==> src/rtl/pc_pkg.sv <==
`default_nettype none
// +----------------------------------------------------------------------+
// | pc_pkg                                                               |
// | Shared types and constants for the PC sequencer.                     |
// | Revision: 1.0                                                        |
// +----------------------------------------------------------------------+
package pc_pkg;

    localparam int PC_W        = 32;
    localparam int INSTR_BYTES = 4;
    localparam int FLUSH_CNT_W = 3;

    typedef enum logic [1:0] {
        RUN   = 2'd0,
        FLUSH = 2'd1,
        HALT  = 2'd2
    } pcState_t;

endpackage
`default_nettype wire

==> src/rtl/pc_target_calc.sv <==
`default_nettype none
// +----------------------------------------------------------------------+
// | pc_target_calc                                                       |
// | Combinational branch and jump target computation.                    |
// | Revision: 1.0                                                        |
// +----------------------------------------------------------------------+
module pc_target_calc
    import pc_pkg::*;
(
    input  logic [PC_W-1:0] ctl_pc,
    input  logic [15:0]     branch_imm,
    input  logic [25:0]     jump_addr,
    output logic [PC_W-1:0] btarget,
    output logic [PC_W-1:0] jtarget
);

    logic [PC_W-1:0] w_ctlPcPlus4;
    logic [PC_W-1:0] w_branchOff;

    assign w_ctlPcPlus4 = ctl_pc + PC_W'(INSTR_BYTES);
    // Word offset, sign-extended and scaled to bytes
    assign w_branchOff  = {{14{branch_imm[15]}}, branch_imm, 2'b00};
    assign btarget      = w_ctlPcPlus4 + w_branchOff;
    assign jtarget      = {w_ctlPcPlus4[31:28], jump_addr, 2'b00};

endmodule
`default_nettype wire

==> src/rtl/pc_next_unit.sv <==
`default_nettype none
// +----------------------------------------------------------------------+
// | pc_next_unit                                                         |
// | PC register, next-PC FSM and redirect flush timer.                   |
// | Optional macro PC_ALIGN_CHECK_EN adds the misaligned-target trap.    |
// | Revision: 1.0                                                        |
// +----------------------------------------------------------------------+
module pc_next_unit
    import pc_pkg::*;
#(
    parameter logic [31:0] RESET_PC     = 32'h0000_0000,
    parameter int          FLUSH_CYCLES = 1
)
(
    input  logic            clk,
    input  logic            rst_n,
    input  logic            stall,
    input  logic            branch_taken,
    input  logic            jump,
    input  logic [PC_W-1:0] ctl_pc,
    input  logic [15:0]     branch_imm,
    input  logic [25:0]     jump_addr,
    input  logic            halt_req,
    output logic [PC_W-1:0] pc,
    output logic [PC_W-1:0] pc_plus4,
    output logic            flush,
    output logic            halted
`ifdef PC_ALIGN_CHECK_EN
    ,
    output logic            misaligned
`endif
);

    localparam logic [FLUSH_CNT_W-1:0] c_FLUSH_LOAD = FLUSH_CNT_W'(FLUSH_CYCLES - 1);

    pcState_t               r_state;
    pcState_t               w_stateNext;
    logic [PC_W-1:0]        r_pc;
    logic [PC_W-1:0]        w_pcNext;
    logic [FLUSH_CNT_W-1:0] r_flushCnt;
    logic [FLUSH_CNT_W-1:0] w_flushCntNext;
    logic                   r_flush;
    logic                   r_halted;
    logic [PC_W-1:0]        w_btarget;
    logic [PC_W-1:0]        w_jtarget;
    logic [PC_W-1:0]        w_target;
    logic [PC_W-1:0]        w_pcPlus4;
`ifdef PC_ALIGN_CHECK_EN
    logic                   r_misaligned;
    logic                   w_misalignedNext;
`endif

    pc_target_calc u_targetCalc (
        .ctl_pc     (ctl_pc),
        .branch_imm (branch_imm),
        .jump_addr  (jump_addr),
        .btarget    (w_btarget),
        .jtarget    (w_jtarget)
    );

    assign w_pcPlus4 = r_pc + PC_W'(INSTR_BYTES);
    // Jump outranks a simultaneous taken branch
    assign w_target  = jump ? w_jtarget : w_btarget;

    always_comb begin
        w_stateNext    = r_state;
        w_pcNext       = r_pc;
        w_flushCntNext = r_flushCnt;
`ifdef PC_ALIGN_CHECK_EN
        w_misalignedNext = r_misaligned;
`endif
        case (r_state)
            RUN: begin
                if (halt_req) begin
                    w_stateNext = HALT;
                end else if (stall) begin
                    w_stateNext = RUN;
                end else if (jump || branch_taken) begin
`ifdef PC_ALIGN_CHECK_EN
                    if (w_target[1:0] != 2'b00) begin
                        w_stateNext      = HALT;
                        w_misalignedNext = 1'b1;
                    end else
`endif
                    begin
                        w_pcNext       = w_target;
                        w_stateNext    = FLUSH;
                        w_flushCntNext = c_FLUSH_LOAD;
                    end
                end else begin
                    w_pcNext = w_pcPlus4;
                end
            end
            FLUSH: begin
                // Redirect and halt requests here come from wrong-path instructions
                if (!stall) begin
                    w_pcNext = w_pcPlus4;
                    if (r_flushCnt == '0) begin
                        w_stateNext = RUN;
                    end else begin
                        w_flushCntNext = r_flushCnt - 1'b1;
                    end
                end
            end
            HALT: begin
                w_stateNext = HALT;
            end
            default: begin
                w_stateNext = RUN;
            end
        endcase
    end

    always_ff @(posedge clk or negedge rst_n) begin
        if (!rst_n) begin
            r_state    <= RUN;
            r_pc       <= RESET_PC;
            r_flushCnt <= '0;
            r_flush    <= 1'b0;
            r_halted   <= 1'b0;
        end else begin
            r_state    <= w_stateNext;
            r_pc       <= w_pcNext;
            r_flushCnt <= w_flushCntNext;
            r_flush    <= (w_stateNext == FLUSH);
            r_halted   <= (w_stateNext == HALT);
        end
    end

`ifdef PC_ALIGN_CHECK_EN
    always_ff @(posedge clk or negedge rst_n) begin
        if (!rst_n) begin
            r_misaligned <= 1'b0;
        end else begin
            r_misaligned <= w_misalignedNext;
        end
    end

    assign misaligned = r_misaligned;
`endif

    assign pc       = r_pc;
    assign pc_plus4 = w_pcPlus4;
    assign flush    = r_flush;
    assign halted   = r_halted;

endmodule
`default_nettype wire

==> config.mk <==
export PLATFORM = sky130hd
export DESIGN_NAME = pc_next_unit
export DESIGN_NICKNAME = d
export VERILOG_FILES = /design/src/rtl/pc_pkg.sv /design/src/rtl/pc_target_calc.sv /design/src/rtl/pc_next_unit.sv
export SDC_FILE = /design/constraint.sdc
export NUM_CORES = 1
export LEC_CHECK = 0
export BUFFER_PORTS_ARGS = -buffer_cell sky130_fd_sc_hd__buf_2
export CAP_MARGIN = 30
export CORE_ASPECT_RATIO = 1.75
export CORE_MARGIN = 5
export CORE_UTILIZATION = 55
export DETAILED_ROUTE_END_ITERATION = 8
export GPL_TIMING_DRIVEN = 0
export PLACE_DENSITY = 0.85
export RECOVER_POWER = 100
export SLEW_MARGIN = 25
export SYNTH_ARGS = -nofsm -noshare
export SYNTH_HDL_FRONTEND = slang
export SYNTH_SLANG_ARGS = --single-unit
==> constraint.sdc <==
create_clock -name clk -period 3.5 [get_ports clk]
set_clock_uncertainty 0.2 [all_clocks]
set_input_delay 0.35 -clock clk [delete_from_list [all_inputs] [get_ports clk]]
set_output_delay 0.35 -clock clk [all_outputs]
set_load 0.005 [all_outputs]
Yosys cells after proc, flatten, opt, wreduce, memory -nomap -nowiden
Index checks and enable logic that the tools add are counted.

word-level totals
  flip-flop bits (word level) = 39
  latch bits = 0
  memory bits (writable) = 0
  bits in read-only memories = 0
  output and inout port bits = 66
  logic and storage cells = 42
  memories kept = 0

cells by class
  add/sub/neg operators = 4
  multipliers = 0
  divide/modulo/power cells = 0
  $lt $le $gt $ge = 0
  equal/unequal tests = 9
  shift operators = 0
  multiplexer cells = 18
  bitwise operators = 0
  reduce and logical (&&, ||, !) cells = 6

operators with widths
  operator                                                               count
  32-bit two-way mux                                                     5
  32-bit by 3-bit adder with 32-bit output, second input constant        2
  32-bit one-hot mux with 2 select lines                                 1
  32-bit adder                                                           1
  3-bit two-way mux                                                      5
  2-bit two-way mux                                                      5
  2-bit inequality test, second input constant                           5
  2-bit one-hot mux with 3 select lines                                  1
  3-bit one-hot mux with 2 select lines                                  1
  6-bit AND reduction                                                    1
  2-bit by 1-bit equality test with 1-bit output, second input constant  2
  2-bit equality test, second input constant                             2
  4-bit AND reduction                                                    1
  3-bit logical NOT                                                      1
  3-bit by 1-bit subtractor with 3-bit output, second input constant     1
  2-bit logical NOT                                                      1
  2-bit nonzero test                                                     1
  1-bit logical OR                                                       1

Logic depth before layout (Yosys ltp)
Gate-level depths: netlist of run 1.

  depth after elaboration = 7
  mapped depth = 17
  depth with buffers taken out = 16

Cells and area by module
From an unflattened synthesis of run 1, not the netlist that was laid out.

second synthesis, totals
  cells, all modules = 718
  area, all modules = 5,602.9 um^2

modules (own cells, without submodules)
  module          instances  cells an instance  area an instance (um^2)  seq. area each (um^2)
  pc_next_unit    1          337                2,905.3                  975.9
  pc_target_calc  1          381                2,697.6                  0.0

Worst setup path before layout of run 1
No wires, ideal clock.

  path type = input port to flip-flop
  start = input port ctl_pc[5]
  end = register r_pc[31] (netlist: pc[31])
  setup time = 0.135 ns
  arrival = 3.270 ns
  setup slack = -0.105 ns
  cell stages on the path = 16
  buffers on the path = 0
  cells stage by stage = nand4_1 -> nor3_1 -> and4_1 -> nand2_1 -> nor2_1 -> xor2_1 -> ha_1 -> and3_1 -> nand2_1 -> nor3_1 -> nor2_1 -> nand3_1 -> or4b_4 -> a21o_1 -> a21oi_2 -> o31ai_2

between the ends
  cells in the longest elaborated chain, start to end = 7

ends and longest elaborated chain
  what                                          RTL line              RTL
  from (decl)                                   pc_next_unit.sv:20    input logic [PC_W-1:0] ctl_pc,
  32-bit by 3-bit adder with 32-bit output (*)  pc_target_calc.sv:20  assign w_ctlPcPlus4 = ctl_pc + PC_W'(INSTR_BYTES);
  32-bit adder                                  pc_target_calc.sv:23  assign btarget = w_ctlPcPlus4 + w_branchOff;
  32-bit two-way mux (*)                        pc_next_unit.sv:63    assign w_target = jump ? w_jtarget : w_btarget;
  32-bit two-way mux (*)                        pc_next_unit.sv:78    end else if (jump || branch_taken) begin
  32-bit two-way mux (*)                        pc_next_unit.sv:76    end else if (stall) begin
  32-bit two-way mux (*)                        pc_next_unit.sv:74    if (halt_req) begin
  32-bit one-hot mux with 2 select lines (*)    pc_next_unit.sv:72    case (r_state)
  to (signal assigned)                          pc_next_unit.sv:123   r_pc <= w_pcNext;
  to (decl)                                     pc_next_unit.sv:38    logic [PC_W-1:0] r_pc;

Every way passes the cells marked *; elsewhere a longest branch is shown, timed or not. The select of a mux whose other input is x is not followed.
A chain may end at the register's enable or synchronous reset.

Final worst setup path of run 1
  start = input port ctl_pc[3]
  end = register r_pc[31] (netlist: pc[31])

Same word-level chain as after synthesis.

==> results of run 1 <==
[layout by cell type, fill, tap and decap left out, types with 4 or more instances in the layout]
| cell | count |
|---|---|
| sky130_fd_sc_hd__buf_2 | 112 |
| sky130_fd_sc_hd__nand2_1 | 80 |
| sky130_fd_sc_hd__nor2_1 | 50 |
| sky130_fd_sc_hd__o21ai_0 | 48 |
| sky130_fd_sc_hd__xnor2_1 | 47 |
| sky130_fd_sc_hd__clkbuf_1 | 39 |
| sky130_fd_sc_hd__dfrtp_1 | 39 |
| sky130_fd_sc_hd__a21oi_1 | 35 |
| sky130_fd_sc_hd__ha_1 | 29 |
| sky130_fd_sc_hd__buf_4 | 28 |
| sky130_fd_sc_hd__nand3_1 | 26 |
| sky130_fd_sc_hd__xor2_1 | 25 |
| sky130_fd_sc_hd__inv_1 | 18 |
| sky130_fd_sc_hd__nand4_1 | 16 |
| sky130_fd_sc_hd__a21o_1 | 13 |
| sky130_fd_sc_hd__and3_1 | 10 |
| sky130_fd_sc_hd__o211ai_1 | 10 |
| sky130_fd_sc_hd__a21oi_2 | 7 |
| sky130_fd_sc_hd__mux2i_1 | 7 |
| sky130_fd_sc_hd__nor3_1 | 7 |
| sky130_fd_sc_hd__ha_4 | 7 |
| sky130_fd_sc_hd__o21ai_1 | 6 |
| sky130_fd_sc_hd__nor3_2 | 6 |
| sky130_fd_sc_hd__o21bai_1 | 5 |
| sky130_fd_sc_hd__nand2b_1 | 5 |
| sky130_fd_sc_hd__nand3_2 | 5 |
| sky130_fd_sc_hd__clkbuf_16 | 5 |
| sky130_fd_sc_hd__nor2b_1 | 4 |
| sky130_fd_sc_hd__a22oi_1 | 4 |
[what timing repair did]
item / 4_1_cts / 5_1_grt
setup endpoints to repair: 8 / 7
hold buffers: 0 / 1
endpoints found under the hold margin: 0 / 9
buffers inserted: 13 / 14
cloned: 0 / 0
pin swaps: 23 / 43
resized for setup: 28 / 46
[sequential cells by signal, summed over array words and instances, names as in the netlist]
register	count
pc	32
r_flushCnt	3
r_state	2
flush	1
halted	1
[cell usage after synthesis, types with 3 or more instances]
library cell               count
sky130_fd_sc_hd__a22oi_1       4
sky130_fd_sc_hd__o221ai_1      3
sky130_fd_sc_hd__a211oi_1      4
sky130_fd_sc_hd__a221oi_1      3
sky130_fd_sc_hd__inv_1        19
sky130_fd_sc_hd__nor3_2        3
sky130_fd_sc_hd__a21oi_1      40
sky130_fd_sc_hd__ha_1         38
sky130_fd_sc_hd__a31oi_1       3
sky130_fd_sc_hd__nand4_1      16
sky130_fd_sc_hd__nor2b_1       4
sky130_fd_sc_hd__o211ai_1     10
sky130_fd_sc_hd__nor2_1       55
sky130_fd_sc_hd__nand2b_1      5
sky130_fd_sc_hd__xor2_1       28
sky130_fd_sc_hd__o21ai_1       3
sky130_fd_sc_hd__o21bai_1      5
sky130_fd_sc_hd__o21a_1        3
sky130_fd_sc_hd__o22ai_1       3
sky130_fd_sc_hd__nor4_1        3
sky130_fd_sc_hd__and2_1        3
sky130_fd_sc_hd__dfrtp_1      39
sky130_fd_sc_hd__nor3_1       12
sky130_fd_sc_hd__nand2_1      83
sky130_fd_sc_hd__o21ai_0      52
sky130_fd_sc_hd__mux2i_1       7
sky130_fd_sc_hd__clkbuf_1     14
sky130_fd_sc_hd__nand3_1      31
sky130_fd_sc_hd__and4_1        3
sky130_fd_sc_hd__xnor2_1      50
sky130_fd_sc_hd__a21o_1       13
sky130_fd_sc_hd__and3_1       12
sky130_fd_sc_hd__o221a_2       3
sky130_fd_sc_hd__o31ai_2       3
sky130_fd_sc_hd__a22o_1        3
[stage by stage]
step           total power [mW]  setup WS (ns)
2_1_floorplan             1.611       -0.01401
3_3_place_gp              2.194        -0.6185
3_5_place_dp              2.241        -0.6581
4_1_cts                   2.808      -0.001135
5_1_grt                   3.022        -0.2525
6_report                  2.857       -0.09683
[per-layer routing]
metal,vias to the layer above,track usage,part of all wire
met3,63,0.04104,0.074
met4,0,0.1335,0.045
met5,-,0,0
met1,2632,0.3255,0.36
li1,2590,-,-
met2,322,0.5260,0.53
[power by group]
part / switching, mW / leakage (nW) / internal, mW / total (mW)
Sequential: 0.262 / 0.488 / 0.628 / 0.890
Clock: 0.191 / 0.0868 / 0.355 / 0.546
Combinational: 0.745 / 2.28 / 0.676 / 1.42
[final cells by class]
cell class	count	area [um^2]
plain buffers	18	77.57
clock buffers	6	138.9
clock inverters	2	35.03
fillers	615	2057
inverters	19	71.32
multi-input cells	538	3870
flip-flops and latches	39	975.9
well taps	115	143.9
repair buffers	174	943.4
[worst reg2reg max path, stage by stage, from the launching register on]
cell	delay (ns)
sky130_fd_sc_hd__dfrtp_1	0.49
sky130_fd_sc_hd__ha_1	0.27
sky130_fd_sc_hd__and3_1	0.25
sky130_fd_sc_hd__nand2b_1	0.12
sky130_fd_sc_hd__nor3_1	0.38
sky130_fd_sc_hd__nand4_1	0.43
sky130_fd_sc_hd__nor2_1	0.34
sky130_fd_sc_hd__o21ai_0	0.13
sky130_fd_sc_hd__a221oi_1	0.30
sky130_fd_sc_hd__o21ai_0	0.12
[cells by family (layout without fill, tap and decap cells)]
| logic type | count (synthesis) | in the layout | synth area share |
|---|---|---|---|
| mux | 7 | 7 | 0.01494 |
| flops | 39 | 39 | 0.2081 |
| simple gates | 237 | 237 | 0.2433 |
| fa+ha+maj | 39 | 39 | 0.1057 |
| buf+inv | 39 | 219 | 0.03335 |
| compound gates | 177 | 177 | 0.2489 |
| xor+xnor | 78 | 78 | 0.1457 |
[how the worst min path moves through the flow]
stage	startpoint	to	slack, ns	cells after the start
floorplan	rst_n	flush$_DFF_PN0_	-0.15	0
global placement	r_flushCnt[1]$_DFFE_PN0P_	r_flushCnt[1]$_DFFE_PN0P_	0.26	2
detailed placement	r_flushCnt[1]$_DFFE_PN0P_	r_flushCnt[1]$_DFFE_PN0P_	0.28	2
CTS	rst_n	pc[8]$_DFFE_PN0P_	0.0009	1
global route	jump_addr[23]	pc[25]$_DFFE_PN0P_	0.11	3
finish	ctl_pc[0]	pc[0]$_DFFE_PN0P_	0.09	3
==> flow_summary.html, run 1 <==
<table>
<tr><th>Metric</th><th>Value</th></tr>
<tr><th colspan="2">Logic synthesis</th></tr>
<tr><td>Largest area contributor in the netlist</td><td>sky130_fd_sc_hd__dfrtp_1</td></tr>
<tr><td>Most instantiated flip-flop cell in the synthesis netlist</td><td>sky130_fd_sc_hd__dfrtp_1</td></tr>
<tr><td>Syn Std Cell Area</td><td>0.004689 mm^2</td></tr>
<tr><td>Number of synthesized flops with an enable pin</td><td>0</td></tr>
<tr><td>Syn Nets</td><td>between 700 and 800</td></tr>
<tr><td>Sequential share of the synthesized area</td><td>0.2081</td></tr>
<tr><td>Yosys warns</td><td>0</td></tr>
<tr><td>Post-Syn Instances</td><td>616</td></tr>
<tr><td>Fraction of synthesis flops using an asynchronous set or reset pin</td><td>1.000</td></tr>
<tr><td>Proportion of netlist area held by the largest area contributor</td><td>0.2081</td></tr>
<tr><td>Distinct cell type count of the synthesized netlist</td><td>64</td></tr>
<tr><td>Average cell area after synthesis</td><td>7.613 um^2</td></tr>
<tr><td>Cells taking the most area after synthesis</td><td>sky130_fd_sc_hd__dfrtp_1 21%, sky130_fd_sc_hd__ha_1 10%, sky130_fd_sc_hd__xnor2_1 9.3%, sky130_fd_sc_hd__nand2_1 6.6%, sky130_fd_sc_hd__o21ai_0 5.5%</td></tr>
<tr><td>Total of flip-flops plus latches after synthesis</td><td>39</td></tr>
<tr><th colspan="2">Timing</th></tr>
<tr><td>Relative max-transition margin</td><td>-0.07915</td></tr>
<tr><td>Final period demand of the worst path</td><td>3.597 ns</td></tr>
<tr><td>Maximum frequency from static timing analysis</td><td>between 0.2 and 0.3 GHz</td></tr>
<tr><td>Sum Neg Setup Slack</td><td>-0.1335 ns</td></tr>
<tr><td>Final Slew Violations</td><td>31</td></tr>
<tr><td>Finish-stage setup viols</td><td>2</td></tr>
<tr><td>Final-layout worst hold slack</td><td>0.09120 ns</td></tr>
<tr><td>Measured slew at the worst slew-check pin</td><td>1.619 ns</td></tr>
<tr><td>Setup slack of the critical path after layout</td><td>-0.09683 ns</td></tr>
<tr><td>Count of final hold-check violations</td><td>0</td></tr>
<tr><td>Ratio of final minimum period to clock period</td><td>1.028</td></tr>
<tr><td>Setup repair after global routing missed its margin</td><td>true</td></tr>
<tr><th colspan="2">Place</th></tr>
<tr><td>Half-perimeter wire length after detailed placement</td><td>12130 um</td></tr>
<tr><td>Final weighted congestion in routability-driven placement</td><td>between 0.9 and 1</td></tr>
<tr><td>Placed Area</td><td>between 0.005 and 0.006 mm^2</td></tr>
<tr><td>Number of instances in the placed design</td><td>876</td></tr>
<tr><td>Buffers on Ports</td><td>145</td></tr>
<tr><th colspan="2">GRT</th></tr>
<tr><td>Global-route wire length before repair</td><td>about 25000 um</td></tr>
<tr><td>Vias in the first global route</td><td>between 5000 and 6000</td></tr>
<tr><td>Global router's overall resource usage</td><td>0.2903</td></tr>
<tr><td>Grt total ovfl</td><td>0</td></tr>
<tr><td>Antenna violations before repair</td><td>0</td></tr>
<tr><td>Maximum number of pins on one net before global-route repair</td><td>40</td></tr>
<tr><th colspan="2">Critical path</th></tr>
<tr><td>Critical Path AT</td><td>3.55 ns</td></tr>
<tr><td>Number of cells traversed by the worst register-to-register path</td><td>9</td></tr>
<tr><td>Master of the slowest instance on the critical path</td><td>sky130_fd_sc_hd__or4_4</td></tr>
<tr><td>Startpoint Class</td><td>input port</td></tr>
<tr><td>Slack of the worst reg-to-reg path</td><td>0.35 ns</td></tr>
<tr><td>Worst setup path category</td><td>input port to flop</td></tr>
<tr><td>Combined buffer and inverter count along the critical path</td><td>1</td></tr>
<tr><td>Crit path depth</td><td>17</td></tr>
<tr><td>Worst setup endpoint</td><td>pc[31]$_DFFE_PN0P_</td></tr>
<tr><td>Cell Chain, Critical Path</td><td>buf_8, ha_4, nand2_4, or4_4, nor2_4, and3_4, xor2_4, ha_4, and3_4, nand2_4, nor3_2, nor2_1, nand3_1, or4b_4, a21o_1, a21oi_2, o31ai_2</td></tr>
<tr><td>Longest individual stage delay on the worst path</td><td>0.61 ns</td></tr>
<tr><td>Start of the worst register-to-register path</td><td>pc[2]$_DFFE_PN0P_</td></tr>
<tr><td>Worst R2R End</td><td>pc[30]$_DFFE_PN0P_</td></tr>
<tr><td>Worst Path Max Fanout</td><td>6</td></tr>
<tr><td>Origin of the worst setup path</td><td>ctl_pc[3]</td></tr>
<tr><td>Kind of cell with the highest combined delay on the critical path</td><td>simple AND/OR/NAND/NOR gates</td></tr>
<tr><td>Required time of the worst setup path</td><td>roughly 3.5 ns</td></tr>
<tr><td>CP endpoint kind</td><td>flop</td></tr>
<tr><th colspan="2">Route</th></tr>
<tr><td>Vias per cell</td><td>6.155</td></tr>
<tr><td>Routed Antenna Nets</td><td>0</td></tr>
<tr><td>Routed WL per cell</td><td>about 18 um</td></tr>
<tr><td>Vias</td><td>5607</td></tr>
<tr><td>DRC violation count after routing</td><td>0</td></tr>
<tr><td>Detailed-route wire length</td><td>16410 um</td></tr>
<tr><td>Number of optimization iterations in the first detailed-route pass</td><td>7</td></tr>
<tr><td>Violation count after the first detailed-route iteration</td><td>436</td></tr>
<tr><th colspan="2">Clocking</th></tr>
<tr><td>H-tree depth</td><td>2</td></tr>
<tr><td>Clock buffers created by TritonCTS</td><td>5</td></tr>
<tr><td>Clock buffer depth</td><td>2</td></tr>
<tr><td>Clock tree from TritonCTS</td><td>done</td></tr>
<tr><td>Sinks on Clock Net</td><td>39</td></tr>
<tr><td>Source-to-sink clock delay at the later pin of the worst-skew pair</td><td>between 0.2 and 0.3 ns</td></tr>
<tr><td>Post-CTS clock slew at the launch and capture registers of the worst setup and hold paths</td><td>0.06 ns</td></tr>
<tr><td>Clk Tree Root Cell</td><td>sky130_fd_sc_hd__clkbuf_16</td></tr>
<tr><th colspan="2">Die</th></tr>
<tr><td>Top Ports</td><td>between 100 and 150</td></tr>
<tr><td>Initial Util</td><td>0.5641</td></tr>
<tr><td>Row count</td><td>44</td></tr>
<tr><td>Core Footprint</td><td>0.008313 mm^2</td></tr>
<tr><td>Die outline area</td><td>0.01055 mm^2</td></tr>
<tr><td>Die extent in x</td><td>79.80 um</td></tr>
<tr><td>Y dimension of the die</td><td>132.2 um</td></tr>
<tr><th colspan="2">Run</th></tr>
<tr><td>Maximum Capacitance Violations</td><td>1</td></tr>
<tr><th colspan="2">Status</th></tr>
<tr><td>Failing checks</td><td>capacitance limit, slew limit, setup timing</td></tr>
<tr><td>Run status</td><td>finished with violations</td></tr>
<tr><th colspan="2">Finish</th></tr>
<tr><td>Proportion of layout cells with a drive suffix above 1</td><td>0.2827</td></tr>
<tr><td>Finished Cell Area</td><td>0.006256 mm^2</td></tr>
<tr><td>Util after Layout</td><td>0.7526</td></tr>
<tr><td>Number of standard cells in the layout, taps in and fillers out</td><td>911</td></tr>
<tr><td>Synthesis-to-layout area growth</td><td>33.40%</td></tr>
<tr><td>Number of nets in the finished design</td><td>914</td></tr>
<tr><td>Total inserted antenna cells</td><td>0</td></tr>
<tr><th colspan="2">Power and ir drop</th></tr>
<tr><td>Standby leakage power</td><td>between 2 and 3 nW</td></tr>
<tr><td>Max IR drop VDD</td><td>0.0003625 V</td></tr>
<tr><td>Power per Cell Area</td><td>456.6 mW/mm^2</td></tr>
<tr><th colspan="2">Worst hold path</th></tr>
<tr><td>Tightest Hold Check Type</td><td>input port to flop</td></tr>
</table>
Note: power is estimated with default switching activity, not from simulation.
==> inputs of run 2 (changes only) <==
Settings changed: CTS_BUF_LIST from default to sky130_fd_sc_hd__clkbuf_4 sky130_fd_sc_hd__clkbuf_8.
==> flow_summary.html, run 2 (synthesized netlist as in run 1, its figures left out) <==
<table>
<tr><th>Metric</th><th>Value</th></tr>
<tr><th colspan="2">Critical path</th></tr>
<tr><td>Number of cells traversed by the worst register-to-register path</td><td>9</td></tr>
<tr><td>Worst Path Max Fanout</td><td>4</td></tr>
<tr><td>Cell Chain, Critical Path</td><td>buf_6, ha_4, nand2_2, or4_4, xnor2_2, ha_4, a211oi_2, o21ai_1, a21oi_2, a31oi_2, o2111a_1, or4b_4, a21o_1, a21oi_2, o31ai_2</td></tr>
<tr><td>Critical Path AT</td><td>3.56 ns</td></tr>
<tr><td>Required time of the worst setup path</td><td>roughly 3.5 ns</td></tr>
<tr><td>Longest individual stage delay on the worst path</td><td>0.60 ns</td></tr>
<tr><td>Worst R2R End</td><td>pc[30]$_DFFE_PN0P_</td></tr>
<tr><td>Slack of the worst reg-to-reg path</td><td>0.38 ns</td></tr>
<tr><td>Startpoint Class</td><td>input port</td></tr>
<tr><td>CP endpoint kind</td><td>flop</td></tr>
<tr><td>Kind of cell with the highest combined delay on the critical path</td><td>compound AO/OA/AOI/OAI gates</td></tr>
<tr><td>Crit path depth</td><td>15</td></tr>
<tr><td>Combined buffer and inverter count along the critical path</td><td>1</td></tr>
<tr><td>Worst setup path category</td><td>input port to flop</td></tr>
<tr><td>Master of the slowest instance on the critical path</td><td>sky130_fd_sc_hd__or4_4</td></tr>
<tr><td>Start of the worst register-to-register path</td><td>pc[2]$_DFFE_PN0P_</td></tr>
<tr><th colspan="2">Place</th></tr>
<tr><td>Final weighted congestion in routability-driven placement</td><td>0.9354</td></tr>
<tr><td>Half-perimeter wire length after detailed placement</td><td>12130 um</td></tr>
<tr><td>Buffers on Ports</td><td>roughly 150</td></tr>
<tr><td>Number of instances in the placed design</td><td>876</td></tr>
<tr><td>Placed Area</td><td>0.005565 mm^2</td></tr>
<tr><td>Post-Place Setup Slack</td><td>-0.6581 ns</td></tr>
<tr><th colspan="2">Timing</th></tr>
<tr><td>Final-layout worst hold slack</td><td>~0.063 ns</td></tr>
<tr><td>Measured slew at the worst slew-check pin</td><td>1.203 ns</td></tr>
<tr><td>Final Slew Violations</td><td>0</td></tr>
<tr><td>Relative max-transition margin</td><td>0.1980</td></tr>
<tr><td>Finish-stage setup viols</td><td>3</td></tr>
<tr><td>Count of final hold-check violations</td><td>0</td></tr>
<tr><td>Final period demand of the worst path</td><td>between 3 and 4 ns</td></tr>
<tr><td>Maximum frequency from static timing analysis</td><td>0.2787 GHz</td></tr>
<tr><td>Setup repair after global routing missed its margin</td><td>true</td></tr>
<tr><td>Sum Neg Setup Slack</td><td>-0.1278 ns</td></tr>
<tr><td>Setup slack of the critical path after layout</td><td>-0.08829 ns</td></tr>
<tr><td>Ratio of final minimum period to clock period</td><td>1.025</td></tr>
<tr><th colspan="2">Power and ir drop</th></tr>
<tr><td>Total power</td><td>approximately 2.7 mW</td></tr>
<tr><td>Standby leakage power</td><td>2.792 nW</td></tr>
<tr><td>Power per Cell Area</td><td>440.4 mW/mm^2</td></tr>
<tr><td>Max IR drop VDD</td><td>about 0.00032 V</td></tr>
<tr><th colspan="2">Clocking</th></tr>
<tr><td>Clk Tree Root Cell</td><td>sky130_fd_sc_hd__clkbuf_8</td></tr>
<tr><td>Clock tree from TritonCTS</td><td>done</td></tr>
<tr><td>Post-CTS clock slew at the launch and capture registers of the worst setup and hold paths</td><td>0.08 ns</td></tr>
<tr><td>H-tree depth</td><td>2</td></tr>
<tr><td>Sinks on Clock Net</td><td>39</td></tr>
<tr><td>Clock buffer depth</td><td>2</td></tr>
<tr><td>Clock buffers created by TritonCTS</td><td>5</td></tr>
<tr><td>Source-to-sink clock delay at the later pin of the worst-skew pair</td><td>roughly 0.30 ns</td></tr>
<tr><th colspan="2">Finish</th></tr>
<tr><td>Number of flip-flops in the largest register</td><td>32</td></tr>
<tr><td>Most common cell after layout, fill and taps aside</td><td>sky130_fd_sc_hd__buf_2</td></tr>
<tr><td>Proportion of layout cells with a drive suffix above 1</td><td>0.2664</td></tr>
<tr><td>Total inserted antenna cells</td><td>0</td></tr>
<tr><td>Number of standard cells in the layout, taps in and fillers out</td><td>just over 900</td></tr>
<tr><td>Util after Layout</td><td>0.7327</td></tr>
<tr><td>Synthesis-to-layout area growth</td><td>29.88%</td></tr>
<tr><td>Finished Cell Area</td><td>about 0.006 mm^2</td></tr>
<tr><td>Most frequent cells in the layout</td><td>112 x sky130_fd_sc_hd__buf_2, 81 x sky130_fd_sc_hd__nand2_1, 50 x sky130_fd_sc_hd__nor2_1, 49 x sky130_fd_sc_hd__o21ai_0, 47 x sky130_fd_sc_hd__xnor2_1</td></tr>
<tr><td>Number of nets in the finished design</td><td>between 900 and 1000</td></tr>
<tr><th colspan="2">Die</th></tr>
<tr><td>Initial Util</td><td>0.5641</td></tr>
<tr><td>Die outline area</td><td>0.01055 mm^2</td></tr>
<tr><td>Y dimension of the die</td><td>132.2 um</td></tr>
<tr><td>Row count</td><td>44</td></tr>
<tr><td>Top Ports</td><td>146</td></tr>
<tr><td>Core Footprint</td><td>~0.0083 mm^2</td></tr>
<tr><td>Die extent in x</td><td>79.80 um</td></tr>
<tr><th colspan="2">GRT</th></tr>
<tr><td>Maximum number of pins on one net before global-route repair</td><td>40</td></tr>
<tr><td>Global router's overall resource usage</td><td>0.2877</td></tr>
<tr><td>Antenna violations before repair</td><td>0</td></tr>
<tr><td>Global-route wire length before repair</td><td>24640 um</td></tr>
<tr><td>Grt total ovfl</td><td>0</td></tr>
<tr><td>Vias in the first global route</td><td>5289</td></tr>
<tr><th colspan="2">Route</th></tr>
<tr><td>Wire length on met3</td><td>1134 um</td></tr>
<tr><td>DRC violation count after routing</td><td>0</td></tr>
<tr><td>Vias</td><td>5475</td></tr>
<tr><td>Met1 layer wirelength in the final routing</td><td>5719 um</td></tr>
<tr><td>Violation count after the first detailed-route iteration</td><td>423</td></tr>
<tr><td>Routed WL per cell</td><td>between 15 and 20 um</td></tr>
<tr><td>Top Metal Used</td><td>met4</td></tr>
<tr><td>Vias per cell</td><td>between 6 and 7</td></tr>
<tr><td>Number of optimization iterations in the first detailed-route pass</td><td>6</td></tr>
<tr><td>Routed Antenna Nets</td><td>0</td></tr>
<tr><td>Met2 Wirelength</td><td>slightly above 8000 um</td></tr>
<tr><td>Detailed-route wire length</td><td>roughly 16000 um</td></tr>
<tr><th colspan="2">Run</th></tr>
<tr><td>Maximum Capacitance Violations</td><td>0</td></tr>
<tr><th colspan="2">Status</th></tr>
<tr><td>Failing checks</td><td>setup timing</td></tr>
<tr><td>Run status</td><td>finished with violations</td></tr>
<tr><th colspan="2">Worst hold path</th></tr>
<tr><td>Sink of the worst hold path</td><td>pc[0]$_DFFE_PN0P_</td></tr>
<tr><td>Tightest Hold Check Type</td><td>input port to flop</td></tr>
<tr><td>Count of cells along the worst hold path</td><td>3</td></tr>
<tr><td>Hold Path Origin</td><td>ctl_pc[0]</td></tr>
</table>
-- run 2: changes by cell type in the layout (fill, tap and decap cells not counted), moves of 2 or more --
cell	before	now
sky130_fd_sc_hd__clkbuf_8	1	6
sky130_fd_sc_hd__ha_1	29	31
sky130_fd_sc_hd__a21oi_2	7	5
sky130_fd_sc_hd__buf_4	28	23
sky130_fd_sc_hd__buf_8	2	0
sky130_fd_sc_hd__a21oi_1	35	37
sky130_fd_sc_hd__clkbuf_16	5	0
-- run 2: tightest hold or removal path: stages --
cell	delay (ns)
sky130_fd_sc_hd__buf_2	0.08
sky130_fd_sc_hd__nand3_1	0.05
sky130_fd_sc_hd__nand2_1	0.06
-- run 2: how the worst max path moves through the flow --
| stage | start | end | slack (ns) |
|---|---|---|---|
| 2_1_floorplan | ctl_pc[9] | pc[31]$_DFFE_PN0P_ | -0.01 |
| 3_3_place_gp | ctl_pc[5] | pc[31]$_DFFE_PN0P_ | -0.62 |
| 3_5_place_dp | ctl_pc[5] | pc[31]$_DFFE_PN0P_ | -0.66 |
| 4_1_cts | ctl_pc[2] | pc[31]$_DFFE_PN0P_ | 0.01 |
| 5_1_grt | ctl_pc[12] | pc[27]$_DFFE_PN0P_ | -0.26 |
| 6_report | ctl_pc[2] | pc[31]$_DFFE_PN0P_ | -0.09 |
-- run 2: final cells by class --
type	instances	area (um^2)
clock inverter	2	35.03
inverter	19	71.32
timing repair buffer	170	899.6
multi-input combinational	538	3805
buffer	18	77.57
sequential	39	975.9
fill	659	2222
clock buffer	6	82.58
tap	115	143.9
-- run 2: power by group --
part | switching, mW | internal, mW
logic | 0.730 | 0.664
registers | 0.261 | 0.626
clock network | 0.170 | 0.231
-- run 2: layer usage --
layer  vias up  track usage
li1       2586            -
met1      2511       0.3239
met2       304       0.5200
met3        74      0.03625
met4         0       0.1382
met5         -            0
-- run 2: repair_timing --
item,CTS,global route
setup endpoints to repair,8,7
hold buffers,1,0
endpoints found under the hold margin,39,0
resized for setup,25,31
buffers inserted,13,10
cloned,0,0
pin swaps,21,33
==> inputs of run 3 (changes only) <==
Settings changed: CORE_ASPECT_RATIO 1.75 to default, CORE_MARGIN 5 to 1.5, SKIP_CTS_REPAIR_TIMING from default to 1.
==> flow_summary.html, run 3 (synthesized netlist as in run 1, its figures left out) <==
<table>
<tr><th>Metric</th><th>Value</th></tr>
<tr><th colspan="2">Status</th></tr>
<tr><td>Run status</td><td>finished with violations</td></tr>
<tr><td>Failing checks</td><td>setup timing</td></tr>
<tr><th colspan="2">Power and ir drop</th></tr>
<tr><td>Total power</td><td>2.613 mW</td></tr>
<tr><td>Standby leakage power</td><td>about 2.8 nW</td></tr>
<tr><td>Power per Cell Area</td><td>436.3 mW/mm^2</td></tr>
<tr><td>Switching power as a share of total power</td><td>0.4500</td></tr>
<tr><td>Combinational fraction of design power</td><td>0.533</td></tr>
<tr><td>Max IR drop VDD</td><td>0.0002196 V</td></tr>
<tr><td>Clock Power Share</td><td>0.121</td></tr>
<tr><td>Cell internal power dissipation</td><td>roughly 1.4 mW</td></tr>
<tr><td>Net switching power</td><td>1.176 mW</td></tr>
<tr><td>Sequential Power Share</td><td>0.347</td></tr>
<tr><th colspan="2">Critical path</th></tr>
<tr><td>Origin of the worst setup path</td><td>ctl_pc[5]</td></tr>
<tr><td>Longest individual stage delay on the worst path</td><td>0.54 ns</td></tr>
<tr><td>Worst setup path category</td><td>input port to flop</td></tr>
<tr><td>Worst Path Max Fanout</td><td>5</td></tr>
<tr><td>Cell with the most instances on the worst path</td><td>sky130_fd_sc_hd__buf_4</td></tr>
<tr><td>CP endpoint kind</td><td>flop</td></tr>
<tr><td>Master of the slowest instance on the critical path</td><td>sky130_fd_sc_hd__or4b_4</td></tr>
<tr><td>Cell Chain, Critical Path</td><td>buf_4, nand4_1, nor3_4, and4_4, nand2_4, nor2_4, xor2_2, ha_1, buf_4, nor2b_1, o21ai_0, nand3_1, or4b_4, a21o_1, a21oi_2, o31ai_2</td></tr>
<tr><td>Startpoint Class</td><td>input port</td></tr>
<tr><td>Critical Path AT</td><td>between 3 and 4 ns</td></tr>
<tr><td>Combined buffer and inverter count along the critical path</td><td>2</td></tr>
<tr><td>Kind of cell with the highest combined delay on the critical path</td><td>simple AND/OR/NAND/NOR gates</td></tr>
<tr><td>Required time of the worst setup path</td><td>3.46 ns</td></tr>
<tr><td>Start of the worst register-to-register path</td><td>pc[2]$_DFFE_PN0P_</td></tr>
<tr><th colspan="2">Clocking</th></tr>
<tr><td>H-tree depth</td><td>2</td></tr>
<tr><td>Clock buffers created by TritonCTS</td><td>5</td></tr>
<tr><td>Sinks on Clock Net</td><td>39</td></tr>
<tr><td>Clk Tree Root Cell</td><td>sky130_fd_sc_hd__clkbuf_8</td></tr>
<tr><td>Clock buffer depth</td><td>2</td></tr>
<tr><td>Post-CTS clock slew at the launch and capture registers of the worst setup and hold paths</td><td>roughly 0.080 ns</td></tr>
<tr><td>Source-to-sink clock delay at the later pin of the worst-skew pair</td><td>approximately 0.29 ns</td></tr>
<tr><td>Clock tree from TritonCTS</td><td>done</td></tr>
<tr><th colspan="2">Finish</th></tr>
<tr><td>Most common cell after layout, fill and taps aside</td><td>sky130_fd_sc_hd__buf_2</td></tr>
<tr><td>Synthesis-to-layout area growth</td><td>27.72%</td></tr>
<tr><td>Number of standard cells in the layout, taps in and fillers out</td><td>891</td></tr>
<tr><td>Fill cells</td><td>686</td></tr>
<tr><td>Finished Cell Area</td><td>0.005989 mm^2</td></tr>
<tr><td>Most frequent cells in the layout</td><td>107 x sky130_fd_sc_hd__buf_2, 80 x sky130_fd_sc_hd__nand2_1, 52 x sky130_fd_sc_hd__nor2_1, 50 x sky130_fd_sc_hd__o21ai_0, 46 x sky130_fd_sc_hd__xnor2_1</td></tr>
<tr><td>Number of nets in the finished design</td><td>between 900 and 1000</td></tr>
<tr><td>Number of flip-flops in the largest register</td><td>32</td></tr>
<tr><td>Total inserted antenna cells</td><td>0</td></tr>
<tr><td>Util after Layout</td><td>0.7253</td></tr>
<tr><td>Proportion of layout cells with a drive suffix above 1</td><td>0.2481</td></tr>
<tr><th colspan="2">Worst hold path</th></tr>
<tr><td>Tightest Hold Check Type</td><td>input port to flop</td></tr>
<tr><td>Hold Path Origin</td><td>ctl_pc[1]</td></tr>
<tr><th colspan="2">Timing</th></tr>
<tr><td>Measured slew at the worst slew-check pin</td><td>approximately 1.3 ns</td></tr>
<tr><td>Final period demand of the worst path</td><td>roughly 3.6 ns</td></tr>
<tr><td>Relative max-transition margin</td><td>0.1609</td></tr>
<tr><td>Final Slew Violations</td><td>0</td></tr>
<tr><td>Finish-stage setup viols</td><td>2</td></tr>
<tr><td>Setup repair after global routing missed its margin</td><td>true</td></tr>
<tr><td>Ratio of final minimum period to clock period</td><td>1.023</td></tr>
<tr><td>Count of final hold-check violations</td><td>0</td></tr>
<tr><td>Setup slack of the critical path after layout</td><td>-0.08215 ns</td></tr>
<tr><td>Maximum frequency from static timing analysis</td><td>0.2792 GHz</td></tr>
<tr><th colspan="2">GRT</th></tr>
<tr><td>Vias in the first global route</td><td>between 4000 and 5000</td></tr>
<tr><td>Antenna violations before repair</td><td>0</td></tr>
<tr><td>Maximum number of pins on one net before global-route repair</td><td>40</td></tr>
<tr><td>Global-route wire length before repair</td><td>approximately 23000 um</td></tr>
<tr><td>Global router's overall resource usage</td><td>0.3193</td></tr>
<tr><td>Grt total ovfl</td><td>0</td></tr>
<tr><th colspan="2">Route</th></tr>
<tr><td>Vias per cell</td><td>6.141</td></tr>
<tr><td>Routed WL per cell</td><td>around 17 um</td></tr>
<tr><td>DRC violation count after routing</td><td>0</td></tr>
<tr><td>Violation count after the first detailed-route iteration</td><td>419</td></tr>
<tr><td>Vias</td><td>5472</td></tr>
<tr><td>Routed Antenna Nets</td><td>0</td></tr>
<tr><td>Detailed-route wire length</td><td>15230 um</td></tr>
<tr><td>Number of optimization iterations in the first detailed-route pass</td><td>7</td></tr>
<tr><th colspan="2">Die</th></tr>
<tr><td>Row count</td><td>33</td></tr>
<tr><td>Y dimension of the die</td><td>95.34 um</td></tr>
<tr><td>Initial Util</td><td>0.5679</td></tr>
<tr><td>Die extent in x</td><td>95.34 um</td></tr>
<tr><td>Die outline area</td><td>~0.009 mm^2</td></tr>
<tr><td>Top Ports</td><td>146</td></tr>
<tr><td>Core Footprint</td><td>about 0.0083 mm^2</td></tr>
<tr><th colspan="2">Place</th></tr>
<tr><td>Half-perimeter wire length after detailed placement</td><td>11700 um</td></tr>
<tr><td>Post-Place Setup Slack</td><td>-0.6652 ns</td></tr>
<tr><td>Final weighted congestion in routability-driven placement</td><td>0.9333</td></tr>
<tr><td>Buffers on Ports</td><td>between 100 and 150</td></tr>
<tr><td>Placed Area</td><td>0.005553 mm^2</td></tr>
<tr><td>Number of instances in the placed design</td><td>866</td></tr>
<tr><th colspan="2">Run</th></tr>
<tr><td>Maximum Capacitance Violations</td><td>0</td></tr>
</table>
-- run 3: cell types whose count changed in the layout (fill, tap and decap cells not counted), sizes merged --
cell / previous run / this run
buf: 141 / 133
bufinv: 1 / 0
clkbuf: 52 / 55
-- run 3: worst register-to-register path, cell delays in order, from the launching register on --
cell                       delay [ns]
sky130_fd_sc_hd__dfrtp_1         0.47
sky130_fd_sc_hd__ha_1            0.24
sky130_fd_sc_hd__and3_1          0.24
sky130_fd_sc_hd__nand2b_1        0.11
sky130_fd_sc_hd__nor3_1          0.35
sky130_fd_sc_hd__nand4_1         0.41
sky130_fd_sc_hd__nor2_1          0.34
sky130_fd_sc_hd__o21ai_0         0.14
sky130_fd_sc_hd__a221oi_1        0.30
sky130_fd_sc_hd__o21ai_0         0.12
-- run 3: cell type report --
| cell class | instances | area [um^2] | share of cell area |
|---|---|---|---|
| inverters | 19 | 71.32 | 0.01191 |
| plain buffers | 18 | 77.57 | 0.01295 |
| clock buffers | 7 | 83.83 | 0.01400 |
| flip-flops and latches | 39 | 975.9 | 0.1629 |
| clock inverters | 1 | 5.005 | 0.0008356 |
| repair buffers | 164 | 852.1 | 0.1423 |
| multi-input cells | 538 | 3792 | 0.6332 |
| well taps | 105 | 131.4 | 0.02193 |
-- run 3: path summary, 6_finish.rpt --
check                                     end  slack, ns  depth (start not counted)
max                        pc[31]$_DFFE_PN0P_      -0.08                         16
min                         pc[1]$_DFFE_PN0P_       0.08                          3
max reg2reg                pc[30]$_DFFE_PN0P_       0.44                          9
min reg2reg                 pc[0]$_DFFE_PN0P_       0.29                          2
max in group asynchronous  pc[27]$_DFFE_PN0P_       0.95                          3
min in group asynchronous   pc[5]$_DFFE_PN0P_       0.50                          2
-- run 3: metal layers --
metal  GRT usage  part of all wire  vias to the layer above
li1            -                 -                     2579
met1      0.4216              0.41                     2539
met2      0.5390              0.48                      311
met3     0.02871             0.085                       43
met4      0.1169             0.027                        0
met5           0                 0                        -
-- run 3: stage by stage --
step           TNS [ns]  hold WS [ns]
6_report       -0.08875       0.08032
5_1_grt          -1.026       0.09376
4_1_cts         -0.9940      0.008909
3_5_place_dp     -3.629        0.2836
3_3_place_gp     -2.709        0.2613
2_1_floorplan  -0.01401       -0.1456
-- run 3: power groups by stage --
| stage | Combinational (mW) | Clock, mW | Sequential [mW] |
|---|---|---|---|
| final | 1.39 | 0.315 | 0.907 |
| after global routing | 1.53 | 0.330 | 0.930 |
| after CTS | 1.36 | 0.308 | 0.888 |
| after detailed placement | 1.35 | 0 | 0.896 |
| after global placement | 1.31 | 0 | 0.880 |
| after floorplan | 0.753 | 0 | 0.857 |
